[config.mk]
export PLATFORM = sky130hd
export DESIGN_NAME = mem_bus_arbiter
export DESIGN_NICKNAME = d
export VERILOG_FILES = /design/src/rtl/mem_bus_pkg.sv /design/src/rtl/arb_prio_sel.sv /design/src/rtl/mem_bus_arbiter.sv
export SDC_FILE = /design/constraint.sdc
export NUM_CORES = 1
export LEC_CHECK = 0
export ABC_AREA = 1
export CAP_MARGIN = 20
export CORE_MARGIN = 5
export CORE_UTILIZATION = 38
export CTS_CLUSTER_SIZE = 30
export DETAILED_ROUTE_END_ITERATION = 16
export GPL_ROUTABILITY_DRIVEN = 0
export PLACE_DENSITY = 0.79
export SLEW_MARGIN = 20
export SYNTH_ARGS = -nofsm -noshare
export SYNTH_HDL_FRONTEND = slang
export SYNTH_HIERARCHICAL = 1
export SYNTH_SLANG_ARGS = --single-unit
[constraint.sdc]
create_clock -name clk -period 1.82 [get_ports clk]
set_clock_uncertainty 0.2 [all_clocks]
set_input_delay 0.364 -clock clk [delete_from_list [all_inputs] [get_ports clk]]
set_output_delay 0.364 -clock clk [all_outputs]
set_load 0.01 [all_outputs]
[src/rtl/mem_bus_pkg.sv]
// mem_bus_pkg: shared definitions for the unified-memory bus arbiter.
//   - Arbiter FSM state encoding (ARB_IDLE, ARB_ACCESS, ARB_RESP)
//   - Access owner encoding (OWN_I = fetch, OWN_D = data)
//   - Default address/data widths
package mem_bus_pkg;

  localparam int unsigned DEFAULT_ADDR_W = 32;
  localparam int unsigned DEFAULT_DATA_W = 32;

  typedef logic [1:0] arbState_t;

  localparam arbState_t ARB_IDLE   = 2'd0;
  localparam arbState_t ARB_ACCESS = 2'd1;
  localparam arbState_t ARB_RESP   = 2'd2;

  typedef logic owner_t;

  localparam owner_t OWN_I = 1'b0;
  localparam owner_t OWN_D = 1'b1;

endpackage

[src/rtl/arb_prio_sel.sv]
// arb_prio_sel: grant selection between fetch (I) and data (D) requesters.
// Data wins by default; once fetch has lost STARVE_MAX consecutive conflicts it
// wins the next one. Holds the saturating starvation counter.
// Ports:
//   clk, rst          clock, async active-low reset
//   arbEn             arbitration allowed this cycle (arbiter idle)
//   iReq, dReq        fetch / data requests
//   grantValid        a grant is issued this cycle
//   grantOwner        owner of the grant (OWN_I / OWN_D)
module arb_prio_sel
  import mem_bus_pkg::*;
#(
  parameter int unsigned STARVE_MAX = 4
) (
  input  logic   clk,
  input  logic   rst,
  input  logic   arbEn,
  input  logic   iReq,
  input  logic   dReq,
  output logic   grantValid,
  output owner_t grantOwner
);

  localparam int unsigned StarveW = $clog2(STARVE_MAX + 1);

  logic [StarveW-1:0] starveQ;
  logic               starveHit;

  assign starveHit = (starveQ == StarveW'(STARVE_MAX));

  always_comb begin
    grantValid = arbEn & (iReq | dReq);
    grantOwner = (dReq && !(iReq && starveHit)) ? OWN_D : OWN_I;
  end

  // Only a D grant that beats a pending fetch counts as a lost arbitration.
  always_ff @(posedge clk or negedge rst) begin
    if (!rst) begin
      starveQ <= '0;
    end else if (grantValid) begin
      if (grantOwner == OWN_I) begin
        starveQ <= '0;
      end else if (iReq && !starveHit) begin
        starveQ <= starveQ + StarveW'(1);
      end
    end
  end

endmodule

[src/rtl/mem_bus_arbiter.sv]
// mem_bus_arbiter: shares one single-port memory between instruction fetch (I)
// and the MEM-stage data port (D). Each access: IDLE (arbitrate) -> ACCESS
// (m_ce held WAIT_CYC cycles) -> RESP (one-cycle ack) -> IDLE.
// Optional macro ARB_PERF_CNT_EN adds perf_igrant/perf_dgrant/perf_conflict.
// Ports:
//   clk, rst                          clock, async active-low reset
//   i_req/i_addr/i_ack/i_rdata        fetch handshake
//   d_req/d_we/d_wmask/d_addr/d_wdata data handshake (request side)
//   d_ack/d_rdata                     data handshake (response side)
//   m_ce/m_we/m_wmask/m_addr/m_wdata  memory command, m_rdata read data
//   perf_*                            grant/conflict counters (optional)
//   stall_if, stall_mem               pipeline holds while a request is open
module mem_bus_arbiter
  import mem_bus_pkg::*;
#(
  parameter int unsigned ADDR_W     = DEFAULT_ADDR_W,
  parameter int unsigned DATA_W     = DEFAULT_DATA_W,
  parameter int unsigned WAIT_CYC   = 2,
  parameter int unsigned STARVE_MAX = 4
) (
  input  logic              clk,
  input  logic              rst,
  input  logic              i_req,
  input  logic [ADDR_W-1:0] i_addr,
  output logic              i_ack,
  output logic [DATA_W-1:0] i_rdata,
  input  logic              d_req,
  input  logic              d_we,
  input  logic [3:0]        d_wmask,
  input  logic [ADDR_W-1:0] d_addr,
  input  logic [DATA_W-1:0] d_wdata,
  output logic              d_ack,
  output logic [DATA_W-1:0] d_rdata,
  output logic              m_ce,
  output logic              m_we,
  output logic [3:0]        m_wmask,
  output logic [ADDR_W-1:0] m_addr,
  output logic [DATA_W-1:0] m_wdata,
  input  logic [DATA_W-1:0] m_rdata,
`ifdef ARB_PERF_CNT_EN
  output logic [31:0]       perf_igrant,
  output logic [31:0]       perf_dgrant,
  output logic [31:0]       perf_conflict,
`endif
  output logic              stall_if,
  output logic              stall_mem
);

  localparam int unsigned WaitW = $clog2(WAIT_CYC + 1);

  arbState_t        stateQ;
  logic [WaitW-1:0] waitCntQ;
  owner_t           ownerQ;
  logic             arbEn;
  logic             lastWait;
  logic             grantValid;
  owner_t           grantOwner;

  assign arbEn    = (stateQ == ARB_IDLE);
  assign lastWait = (waitCntQ == WaitW'(WAIT_CYC - 1));

  assign stall_if  = i_req & ~i_ack;
  assign stall_mem = d_req & ~d_ack;

  arb_prio_sel #(
    .STARVE_MAX (STARVE_MAX)
  ) u_prio_sel (
    .clk        (clk),
    .rst        (rst),
    .arbEn      (arbEn),
    .iReq       (i_req),
    .dReq       (d_req),
    .grantValid (grantValid),
    .grantOwner (grantOwner)
  );

  always_ff @(posedge clk or negedge rst) begin
    if (!rst) begin
      stateQ   <= ARB_IDLE;
      waitCntQ <= '0;
      ownerQ   <= OWN_I;
      m_ce     <= 1'b0;
      m_we     <= 1'b0;
      m_wmask  <= '0;
      m_addr   <= '0;
      m_wdata  <= '0;
      i_ack    <= 1'b0;
      d_ack    <= 1'b0;
      i_rdata  <= '0;
      d_rdata  <= '0;
    end else begin
      case (stateQ)
        ARB_IDLE: begin
          if (grantValid) begin
            ownerQ   <= grantOwner;
            waitCntQ <= '0;
            m_ce     <= 1'b1;
            stateQ   <= ARB_ACCESS;
            if (grantOwner == OWN_D) begin
              m_we    <= d_we;
              m_wmask <= d_we ? d_wmask : 4'b0000;
              m_addr  <= d_addr;
              m_wdata <= d_wdata;
            end else begin
              m_we    <= 1'b0;
              m_wmask <= 4'b0000;
              m_addr  <= i_addr;
              m_wdata <= '0;
            end
          end
        end
        ARB_ACCESS: begin
          if (lastWait) begin
            m_ce   <= 1'b0;
            m_we   <= 1'b0;
            stateQ <= ARB_RESP;
            if (ownerQ == OWN_I) begin
              i_rdata <= m_rdata;
              i_ack   <= 1'b1;
            end else begin
              // Writes leave the last load value in place.
              if (!m_we) d_rdata <= m_rdata;
              d_ack <= 1'b1;
            end
          end else begin
            waitCntQ <= waitCntQ + WaitW'(1);
          end
        end
        ARB_RESP: begin
          i_ack  <= 1'b0;
          d_ack  <= 1'b0;
          stateQ <= ARB_IDLE;
        end
        default: stateQ <= ARB_IDLE;
      endcase
    end
  end

`ifdef ARB_PERF_CNT_EN
  always_ff @(posedge clk or negedge rst) begin
    if (!rst) begin
      perf_igrant   <= '0;
      perf_dgrant   <= '0;
      perf_conflict <= '0;
    end else begin
      if (grantValid && grantOwner == OWN_I) perf_igrant <= perf_igrant + 32'd1;
      if (grantValid && grantOwner == OWN_D) perf_dgrant <= perf_dgrant + 32'd1;
      if (arbEn && i_req && d_req) perf_conflict <= perf_conflict + 32'd1;
    end
  end
`endif

endmodule

==> metrics <==
Post-synth ARST share=100%; Worst EP arrival=between 1.5 and 2 ns; PortBufs=~270; area leader, netlist=dfrtp_1; pin count of the biggest net entering global routing=between 50 and 60; most numerous cell in the Yosys netlist=nand2_1; Die W=about 140 um; setup_tns=0 ns; EDFF count, synth=0; share of cells above drive strength 1=under 10%; first-pass GRT wire length=29300 um; mapped cell area=0.00614 mm2; mean routed wirelength per cell=roughly 15 um; area grow syn2layout=61.2%; Max Cap Violations=0; CTS H-Tree Depth=4; antenna violations before repair=0; Final Hold Fails=0; Yosys top cell area share=between 50% and 60%; P_leak=about 5.2 nW; Mean Syn Cell Area=8.16 um2; Cell Chain, Critical Path=inv_2 > ha_4 > a31oi_4 > buf_6 > buf_6 > o21ai_0 > nand2_1 > nand2_1; std cell rows=46; Routed Antenna Nets=0; CP peak stage delay=0.37 ns; routed via count=between 5000 and 6000; gr busiest metal=met2; Worst Path Max Fanout=14; Cell variety after synth=20; hold slack=~0.24 ns; CTS sink count=around 140; FF+latch count, synth=144; crit start category=flip-flop; Initial Util=38.6%; DRC violations left=0; GRT met1 Usage=around a quarter; Top FF cell, synth=dfrtp_1; total die area=0.0188 mm2; fin util=62.3%; fmax=~0.57 GHz; final setup violation count=0; latest clock arrival within the worst-skew pair=between 0.4 and 0.5 ns; post-synthesis sequential area ratio=around three fifths; PwrDens=around 1600 mW/mm2; number of global-route vias before repair=between 5000 and 6000; drt first-iter violations=approximately 220; core area=0.0159 mm2; maximum vdd drop=0.000746 V; Worst setup EP type=flip-flop; Final HPWL DP=13700 um; Root Driver=clkbuf_16; worst-path cell with the longest stage delay=dfrtp_1; drt pass-1 iters=4; final worst path period need=1.76 ns; M2 GR Usage=34.2%; met3 Resource Use GR=under 10%; Setup crit start=u_prio_sel/starveQ[0]$_DFFE_PN0P_; Synth Instances=roughly 750; clk slew on worst S/H paths=around 0.06 ns; CTS tree=done; GR Overflow Total=0; Final Cycle Share=between 90% and 100%; total track usage=around 20%; Ys Warns=6; Slew HR=72.0%; CP required=approximately 1.9 ns; Fillers=1408; Clock Path Buffers=2; Area contributors post-synth=dfrtp_1 59%, nand2_1 24%, o21ai_0 5.4%, nand3_1 3.4%, inv_1 3.1%; Ports=between 200 and 300; Final Slew Violations=0; status=finished clean; synth cell count leaders=386 x nand2_1, 144 x dfrtp_1, 66 x o21ai_0, 50 x inv_1, 42 x nand3_1; Routed Wire Length=around 19000 um; Num CTS Buffers=17; RR Startpoint=u_prio_sel/starveQ[0]$_DFFE_PN0P_; Hold Path Class=input port to async pin; layout net count=approximately 1200; vias per cell=~4.6; CP Class=flip-flop to flip-flop; Mapped Nets=892; die height=about 140 um; RSZ-0062 raised after global routing=true; worst-margin pin slew=0.420 ns; antenna fix cells=0
## power by group
group / internal (W) / switching, W
clock: 0.00221 / 0.00137
combinational: 0.00306 / 0.00383
sequential: 0.00478 / 0.000854
## layout make-up
| cell class | count | area (um2) | share of cell area (%) |
|---|---|---|---|
| multi-input combinational | 515 | 2180 | 22.0 |
| inverter | 52 | 195 | 1.97 |
| sequential | 144 | 3600 | 36.4 |
| clock buffer | 21 | 450 | 4.55 |
| clock inverter | 11 | 155 | 1.57 |
| timing repair buffer | 309 | 3050 | 30.8 |
| tap | 216 | 270 | 2.73 |
## per-layer routing
| metal | wire length (um) | part of all wire, % |
|---|---|---|
| met5 | 0 | 0 |
| met4 | 172 | 0.89 |
| met3 | 1920 | 10 |
| met2 | 9480 | 49 |
| met1 | 7660 | 40 |
## flip-flops by register name, indices dropped and copies added, names as in the netlist
name / count
m_ce: 1
d_ack: 1
i_ack: 1
u_prio_sel/starveQ: 3
ownerQ: 1
d_rdata: 32
m_we: 1
stateQ: 2
m_wdata: 32
m_addr: 32
m_wmask: 4
waitCntQ: 2
i_rdata: 32
## worst max-delay path, delay by kind of cell, from the launching register on
kind	cells	cell delay, ns
AO/OA/AOI/OAI	2	0.40
buffers and inverters	3	0.40
flip-flops	1	0.37
adder cells (fa/ha/maj)	1	0.17
AND/OR/NAND/NOR	2	0.11
## kinds of logic after synthesis
group / share of synthesized area (%)
and+or+nand+nor: 28.3
DFF: 58.7
buffers and inverters: 6.56
AOI/OAI and AO/OA: 5.65
adders and majority gates: 0.611
xor gates and xnor gates: 0.143
## per-stage QoR
step	total power [W]	instances	instance area, um2	worst slack, ns
2_1_floorplan	0.00898	752	6140	0.0180
4_1_cts	0.0162	1261	9790	0.000595
6_report	0.0161	1268	9900	0.0644
3_3_place_gp	0.0134	1228	9350	-0.313
5_1_grt	0.0173	1268	9900	-0.0151
3_5_place_dp	0.0136	1228	9350	-0.295
## worst paths after layout
check	endpoint	slack, ns	depth (start not counted)
hold reg to reg	i_rdata[22]$_DFFE_PN0P_	0.26	2
setup reg to reg	m_addr[23]$_DFFE_PN0P_	0.06	8
max in group asynchronous	m_wdata[2]$_DFFE_PN0P_	0.60	3
hold / removal	i_rdata[3]$_DFFE_PN0P_	0.24	2
min in group clk	i_rdata[22]$_DFFE_PN0P_	0.26	2
setup / recovery	m_addr[23]$_DFFE_PN0P_	0.06	8
## layout by cell type (no fill, tap or decap), drive strengths merged
cell type and n:
a31oi 1, buf 33, bufinv 3, clkbuf 25
clkdlybuf4s50 135, clkinv 1, clkinvlp 4, dfrtp 144
dlygate4sd2 136, dlygate4sd3 1, ha 3, inv 55
nand2 387, nand3 43, nand4 3, nor2 9
o21ai 68, xnor2 1
## timing repair
| action | 4_1_cts | 5_1_grt |
|---|---|---|
| hold endpoints to repair | 36 | 0 |
| hold buffers | 1 | 0 |
| setup endpoints to repair | 138 | 79 |
| setup buffers | 0 | 4 |
| gates resized for setup | 139 | 12 |
| pin swaps | 0 | 1 |
| gates cloned | 0 | 3 |
Power figures use the tool's default switching activity.
